===== src/rtl/lcd_timing_gen.sv =====
// RGB-LCD raster timing generator: HSYNC/VSYNC/DE plus active-area x/y, with an optional
// pixel clock-enable divider and frame-aligned start/stop of the raster.
module lcd_timing_gen #(
    parameter int unsigned H_ACTIVE = 480,
    parameter int unsigned H_FP     = 2,
    parameter int unsigned H_SYNC   = 41,
    parameter int unsigned H_BP     = 2,
    parameter int unsigned V_ACTIVE = 272,
    parameter int unsigned V_FP     = 2,
    parameter int unsigned V_SYNC   = 10,
    parameter int unsigned V_BP     = 2,
    parameter int unsigned PIX_DIV  = 1,
    parameter bit          SYNC_POL = 1'b0,
    parameter int unsigned XW       = 10,
    parameter int unsigned YW       = 9
) (
    input  logic          CLK_SYS,
    input  logic          rst,
    input  logic          en,
    output logic          pix_ce,
    output logic          LCD_HSYNC,
    output logic          LCD_VSYNC,
    output logic          LCD_DE,
    output logic [XW-1:0] x,
    output logic [YW-1:0] y,
    output logic          line_start,
    output logic          frame_start,
    output logic          running
);

    localparam int unsigned H_TOTAL = H_ACTIVE + H_FP + H_SYNC + H_BP;
    localparam int unsigned V_TOTAL = V_ACTIVE + V_FP + V_SYNC + V_BP;
    localparam int unsigned HW      = $clog2(H_TOTAL);
    localparam int unsigned VW      = $clog2(V_TOTAL);
    localparam int unsigned DW      = (PIX_DIV > 1) ? $clog2(PIX_DIV) : 1;

    localparam logic [HW-1:0] H_LAST   = HW'(H_TOTAL - 1);
    localparam logic [HW-1:0] H_ACT    = HW'(H_ACTIVE);
    localparam logic [HW-1:0] HS_FIRST = HW'(H_ACTIVE + H_FP);
    localparam logic [HW-1:0] HS_LAST  = HW'(H_ACTIVE + H_FP + H_SYNC - 1);
    localparam logic [VW-1:0] V_LAST   = VW'(V_TOTAL - 1);
    localparam logic [VW-1:0] V_ACT    = VW'(V_ACTIVE);
    localparam logic [VW-1:0] VS_FIRST = VW'(V_ACTIVE + V_FP);
    localparam logic [VW-1:0] VS_LAST  = VW'(V_ACTIVE + V_FP + V_SYNC - 1);

    typedef enum logic [1:0] {
        StIdle  = 2'd0,
        StRun   = 2'd1,
        StDrain = 2'd2
    } state_t;

    state_t          r_state;
    state_t          w_state_d;
    logic [HW-1:0]   r_h;
    logic [VW-1:0]   r_v;
    logic            w_ce;
    logic            w_emit;
    logic            w_h_last;
    logic            w_v_last;
    logic            w_hs_act;
    logic            w_vs_act;
    logic            w_de;

    logic            r_hsync;
    logic            r_vsync;
    logic            r_de;
    logic [XW-1:0]   r_x;
    logic [YW-1:0]   r_y;
    logic            r_line_start;
    logic            r_frame_start;
    logic            r_running;

    generate
        if (PIX_DIV <= 1) begin : g_no_div
            assign w_ce = 1'b1;
        end else begin : g_div
            logic [DW-1:0] r_div;
            always_ff @(posedge CLK_SYS or negedge rst) begin
                if (!rst) begin
                    r_div <= '0;
                end else if (r_div == DW'(PIX_DIV - 1)) begin
                    r_div <= '0;
                end else begin
                    r_div <= r_div + 1'b1;
                end
            end
            assign w_ce = (r_div == DW'(PIX_DIV - 1));
        end
    endgenerate

    assign w_h_last = (r_h == H_LAST);
    assign w_v_last = (r_v == V_LAST);
    assign w_hs_act = (r_h >= HS_FIRST) && (r_h <= HS_LAST);
    assign w_vs_act = (r_v >= VS_FIRST) && (r_v <= VS_LAST);
    assign w_de     = (r_h < H_ACT) && (r_v < V_ACT);

    // w_emit: the pixel at (r_h, r_v) is sent to the outputs on this edge.
    always_comb begin
        w_state_d = r_state;
        w_emit    = 1'b0;
        if (w_ce) begin
            unique case (r_state)
                StIdle: begin
                    if (en) begin
                        w_state_d = StRun;
                        w_emit    = 1'b1;
                    end
                end
                StRun, StDrain: begin
                    w_emit = 1'b1;
                    if (en) begin
                        w_state_d = StRun;
                    end else if (w_h_last && w_v_last) begin
                        w_state_d = StIdle;
                    end else begin
                        w_state_d = StDrain;
                    end
                end
                default: w_state_d = StIdle;
            endcase
        end
    end

    always_ff @(posedge CLK_SYS or negedge rst) begin
        if (!rst) begin
            r_state <= StIdle;
            r_h     <= '0;
            r_v     <= '0;
        end else begin
            r_state <= w_state_d;
            if (w_emit) begin
                if (w_h_last) begin
                    r_h <= '0;
                    r_v <= w_v_last ? '0 : r_v + 1'b1;
                end else begin
                    r_h <= r_h + 1'b1;
                end
            end
        end
    end

    always_ff @(posedge CLK_SYS or negedge rst) begin
        if (!rst) begin
            r_hsync       <= ~SYNC_POL;
            r_vsync       <= ~SYNC_POL;
            r_de          <= 1'b0;
            r_x           <= '0;
            r_y           <= '0;
            r_line_start  <= 1'b0;
            r_frame_start <= 1'b0;
            r_running     <= 1'b0;
        end else begin
            r_line_start  <= w_emit && (r_h == '0);
            r_frame_start <= w_emit && (r_h == '0) && (r_v == '0);
            r_running     <= (w_state_d != StIdle);
            if (w_ce) begin
                if (w_emit) begin
                    r_hsync <= w_hs_act ? SYNC_POL : ~SYNC_POL;
                    r_vsync <= w_vs_act ? SYNC_POL : ~SYNC_POL;
                    r_de    <= w_de;
                    r_x     <= w_de ? XW'(r_h) : '0;
                    r_y     <= w_de ? YW'(r_v) : '0;
                end else begin
                    r_hsync <= ~SYNC_POL;
                    r_vsync <= ~SYNC_POL;
                    r_de    <= 1'b0;
                    r_x     <= '0;
                    r_y     <= '0;
                end
            end
        end
    end

    assign pix_ce      = w_ce;
    assign LCD_HSYNC   = r_hsync;
    assign LCD_VSYNC   = r_vsync;
    assign LCD_DE      = r_de;
    assign x           = r_x;
    assign y           = r_y;
    assign line_start  = r_line_start;
    assign frame_start = r_frame_start;
    assign running     = r_running;

endmodule


===== config.mk =====
export PLATFORM = sky130hd
export DESIGN_NAME = lcd_timing_gen
export DESIGN_NICKNAME = d
export VERILOG_FILES = /design/src/rtl/lcd_timing_gen.sv
export SDC_FILE = /design/constraint.sdc
export NUM_CORES = 1
export LEC_CHECK = 0
export BUFFER_PORTS_ARGS = -buffer_cell sky130_fd_sc_hd__buf_2
export CAP_MARGIN = 0
export CELL_PAD_IN_SITES_DETAIL_PLACEMENT = 2
export CELL_PAD_IN_SITES_GLOBAL_PLACEMENT = 2
export CORE_MARGIN = 2
export CORE_UTILIZATION = 33
export DETAILED_ROUTE_END_ITERATION = 8
export PLACE_DENSITY = 0.84
export SYNTH_ARGS = -nofsm -noshare
export SYNTH_HDL_FRONTEND = slang
export SYNTH_SLANG_ARGS = --single-unit

===== constraint.sdc =====
create_clock -name CLK_SYS -period 2.2 [get_ports CLK_SYS]
set_clock_uncertainty 0.1 [all_clocks]
set_input_delay 0.11 -clock CLK_SYS [delete_from_list [all_inputs] [get_ports CLK_SYS]]
set_output_delay 0.11 -clock CLK_SYS [all_outputs]
set_load 0.02 [all_outputs]

Yosys cells after proc, flatten, opt, wreduce, memory -nomap -nowiden
Cells that the tools add are included.
{"block": "op_classes", "n_mul": 0, "n_mux": 17, "add_sub_neg": 2, "magnitude_cmp": 6, "div_mod_pow": 0, "n_eq_ne": 4, "bitwise_logic": 0, "shift": 0, "reduce_logical": 12}
{"operator": "10-bit two-way mux", "n": 3}
{"operator": "9-bit two-way mux", "n": 3}
{"operator": "10-bit by 1-bit adder with 10-bit output (second input constant)", "n": 1}
{"operator": "10-bit equality test (second input constant)", "n": 1}
{"operator": "10-bit by 9-bit greater-or-equal comparator with 1-bit output (second input constant)", "n": 1}
{"operator": "10-bit <= comparator (second input constant)", "n": 1}
{"operator": "10-bit zero test", "n": 1}
{"operator": "10-bit by 9-bit less-than comparator with 1-bit output (second input constant)", "n": 1}
{"operator": "9-bit by 1-bit adder with 9-bit output (second input constant)", "n": 1}
{"operator": "9-bit equality test (second input constant)", "n": 1}
{"operator": "9-bit greater-or-equal comparator (second input constant)", "n": 1}
{"operator": "9-bit <= comparator (second input constant)", "n": 1}
{"operator": "9-bit zero test", "n": 1}
{"operator": "9-bit less-than comparator (second input constant)", "n": 1}
{"operator": "1-bit logical AND", "n": 6}
{"operator": "1-bit two-way mux", "n": 6}
{"operator": "2-bit two-way mux", "n": 3}
{"operator": "2-bit one-hot mux with 2 select lines", "n": 1}
{"operator": "2-bit by 1-bit equality test with 1-bit output (second input constant)", "n": 1}
{"operator": "2-bit equality test (second input constant)", "n": 1}
{"operator": "2-bit zero test", "n": 1}
{"operator": "1-bit one-hot mux with 2 select lines", "n": 1}
{"operator": "2-bit AND reduction", "n": 1}
{"operator": "2-bit nonzero test", "n": 1}
{"operator": "2-bit OR reduction", "n": 1}
{"block": "totals", "rom_bits": 0, "latchBits": 0, "register_bits": 46, "wordCells": 52, "ram_bits": 0, "memories": 0, "out_inout_bits": 26}

Logic depth before layout (Yosys ltp)
{"block": "logic_depth", "ltp_word": 6, "depth_mapped": 8}

Worst setup path before layout
OpenSTA, ideal clock, no wires.
{"block": "synth_timing", "path_kind": "reg-to-reg", "start": "register r_h[7]", "end": "register r_v[0]", "setup_time_ns": 0.074, "path_buffers": 1, "arrival_time_ns": 1.961, "slack_ns": 0.064, "synth_period_minus_slack_ns": 2.136, "stages_incl_launch_ff": 6, "required_ns": 2.026, "path_cell_list": "dfrtp_1 or4_4 or4_1 buf_2 or3_1 o21ai_2"}
{"block": "synth_via", "elab_chain_cells": 2}
{"item": "start, declared", "line": "54", "rtl": "logic [HW-1:0] r_h;"}
{"item": "start signal, assigned", "line": "136", "rtl": "r_h <= r_h + 1'b1;"}
{"item": "10-bit equality test", "line": "91", "rtl": "assign w_h_last = (r_h == H_LAST);"}
{"item": "2-bit AND reduction (no line)"}
{"item": "end signal, assigned", "line": "134", "rtl": "r_v <= w_v_last ? '0 : r_v + 1'b1;"}
{"item": "end, declared", "line": "55", "rtl": "logic [VW-1:0] r_v;"}
Every way passes these cells.
A chain may end at the register's enable or synchronous reset.

Worst setup path after layout
{"block": "layout_timing", "start": "register r_h[0]", "end": "register r_v[2]"}
The elaborated chain is that of the path after synthesis.

==> results.md <==
* Die width at 83.4 um
* Final Setup Violations at 0
* Overall power at 0.00274 W
* CTS Sinks at 46
* Final hold viol count at 0
* CP startpoint kind: register
* FF+latch count, synth at 46
* Peak supply drop at 0.520 mV
* Synth Flop Type: dfrtp_1
* Hold_sp: en
* P_leak at 1.27 nW
* N_diodes at 0
* Post-Synthesis Cells at 190
* Critical path launch point: r_h[0]
* Post-synth design cell area at 2080 sq um
* # port buffers at 27
* Top cells by area, synth: dfrtp_1 53%, and2_1 5.4%, ha_1 5.4%, xnor2_1 3.4%, o21ai_0 3.1%
* Clk buf depth at 2
* Die height at 83.4 um
* Dpl cell area at 2420 sq um
* Share of layout cells above drive strength 1 at 26.0%
* Initial antenna violation count at 0
* Core ar. at 5990 sq um
* Setup TNS at 0 ns
* WL/cell at 19.3 um
* Post-synth EDFFs at 0
* WL final at 5980 um
* CP Data Arrival Time at 2.15 ns
* Fmax at 481 MHz
* Crit Reg-Reg Startpoint: r_h[0]
* Max-cap violations at 0
* Worst-Skew Late Latency at 0.30 ns
* Commonest non-fill, non-tap cell in the layout: dfrtp_1
* Vias per inst at 5.20
* Status: finished, final reports clean
* Post CTS Setup Buffer Count at 0
* Dominant cell type by area after synthesis: dfrtp_1
* Synth top area share at 52.9%
* Netlist cell types at 42
* Gpl congestion at 0.815
* First DRT Iteration DRCs at 108
* DR vias at 1613
* Vias in the first global route at 1872
* CP Capture Type: register
* Syn Nets at 202
* DIE AREA at 6950 sq um
* Number of CTS-inserted buffers at 5
* Reg clk slew, reported paths at 0.09 ns
* Gr usage total at 19.0%
* Nets at 247
* Sequential-to-total area share from yosys stat at 55.5%
* Async SR Flop Fraction at 100%
* Cell Pwr Density at 1090 nW/um^2
* Number of fill cells in the layout at 637
* Mean Syn Cell Area at 10.9 sq um
* Post-route design area at 2520 sq um
* Worst hold path class: input port to register
* Area grow syn2layout at 21.2%
* Row count at 28
* Max Slew Vio Count at 0
* CTS tree: done
* Final period utilization at 94.5%
* DRC viols at 0
* I/O pin count at 29
* Post-DP HPWL at 4220 um
* Post-route ant nets at 0
* Commonest non-fill, non-tap cells in the layout: 44 x dfrtp_1, 27 x buf_2, 18 x and2_1
* First drt pass iteration count at 4
* R2r setup slk at 0.12 ns
* Htree depth at 2
* Worst EP required at 2.27 ns
* Grt ovf at 0
* Clock Tree Root: clkbuf_8
* Setup CP Type: register to register
* Yosys warns at 0
* RSZ-0062 raised after global routing: false
* Min cycle time layout at 2.08 ns
* Starting Density at 34.7%
* Largest net degree at the start of global routing at 47
* Crit path max fanout at 7
* First-pass GRT wire length at 10200 um
==> kinds of logic after synthesis <==
family                     after synthesis  synth area share [%]
AOI/OAI and AO/OA                       26                  7.40
buffers and inverters                   13                  2.59
other                                    2                 0.361
xor gates and xnor gates                10                  4.21
DFF                                     46                  55.5
muxes                                    1                 0.541
adders and majority gates                9                  5.42
and+or+nand+nor                         83                  24.0
==> cells in the mapped netlist (all sizes together), types with 4 or more instances <==
| cell | count |
|---|---|
| dfrtp | 44 |
| nand4 | 5 |
| and2 | 20 |
| and3 | 7 |
| ha | 9 |
| nand3 | 4 |
| inv | 6 |
| nor4b | 4 |
| or4 | 4 |
| clkbuf | 5 |
| nor2 | 9 |
| xnor2 | 8 |
| o21ai | 14 |
| nand2 | 10 |
| nor3 | 7 |
| a21oi | 5 |
==> registers in the layout, indices dropped and copies added, names as in the netlist, 2 cells and up <==
signal / flops
r_v: 9
r_state: 2
y: 9
x: 10
r_h: 10
==> layout make-up <==
cell class,count,area (sq um),share of cell area [%]
Clock buffer,5,68.8,2.73
Timing Repair Buffer,45,285,11.3
Sequential cell,46,1150,45.8
Multi-Input combinational cell,131,887,35.2
Tap cell,75,93.8,3.72
Clock inverter,2,10.0,0.397
Inverter,6,22.5,0.893
==> critical path, cell delays in order (launching register included) <==
cell      delay, ns
dfrtp_1        0.40
inv_1          0.14
ha_1           0.21
nand2b_1       0.11
or4_4          0.63
o21ai_0        0.24
o21ai_0        0.12
==> metrics by stage <==
stage | instances | utilization [%] | setup WS [ns] | hold slack [ns]
after floorplan | 190 | - | 0.0643 | -0.286
after global placement | 302 | 40.4 | 0.0106 | 0.00768
after detailed placement | 302 | 40.4 | -0.0614 | 0.0144
after CTS | 310 | 41.9 | 0.0290 | 0.0225
after global routing | 310 | 42.1 | 0.0145 | 0.0402
final | 310 | 42.1 | 0.121 | 0.0267
==> power by group <==
part | internal [W] | total [W] | switching, W | leakage [nW]
sequential | 0.00101 | 0.00112 | 0.000110 | 0.595
clock | 0.000214 | 0.000497 | 0.000283 | 0.0438
combinational | 0.000430 | 0.00113 | 0.000695 | 0.627
==> final timing paths <==
| check | to | cells after the start |
|---|---|---|
| max | r_v[2] | 6 |
| min | r_state[1] | 3 |
| max reg2reg | r_v[2] | 6 |
| min reg2reg | r_v[7] | 1 |
| max in group asynchronous | LCD_HSYNC | 3 |
| min in group asynchronous | r_h[2] | 3 |
==> layer usage <==
layer | vias up | global-route usage (%) | part of all wire, %
met2 | 32 | 32.3 | 51
met5 | - | 0 | 0
li1 | 745 | - | -
met3 | 7 | 3.58 | 2.7
met4 | 0 | 7.75 | 1.8
met1 | 829 | 23.6 | 44
==> repair_timing <==
action,CTS,global route
hold buffers,1,0
hold endpoints to repair,46,0
pin swaps,0,1
resized for setup,1,2
setup endpoints to repair,6,5
Power figures use the tool's default switching activity.
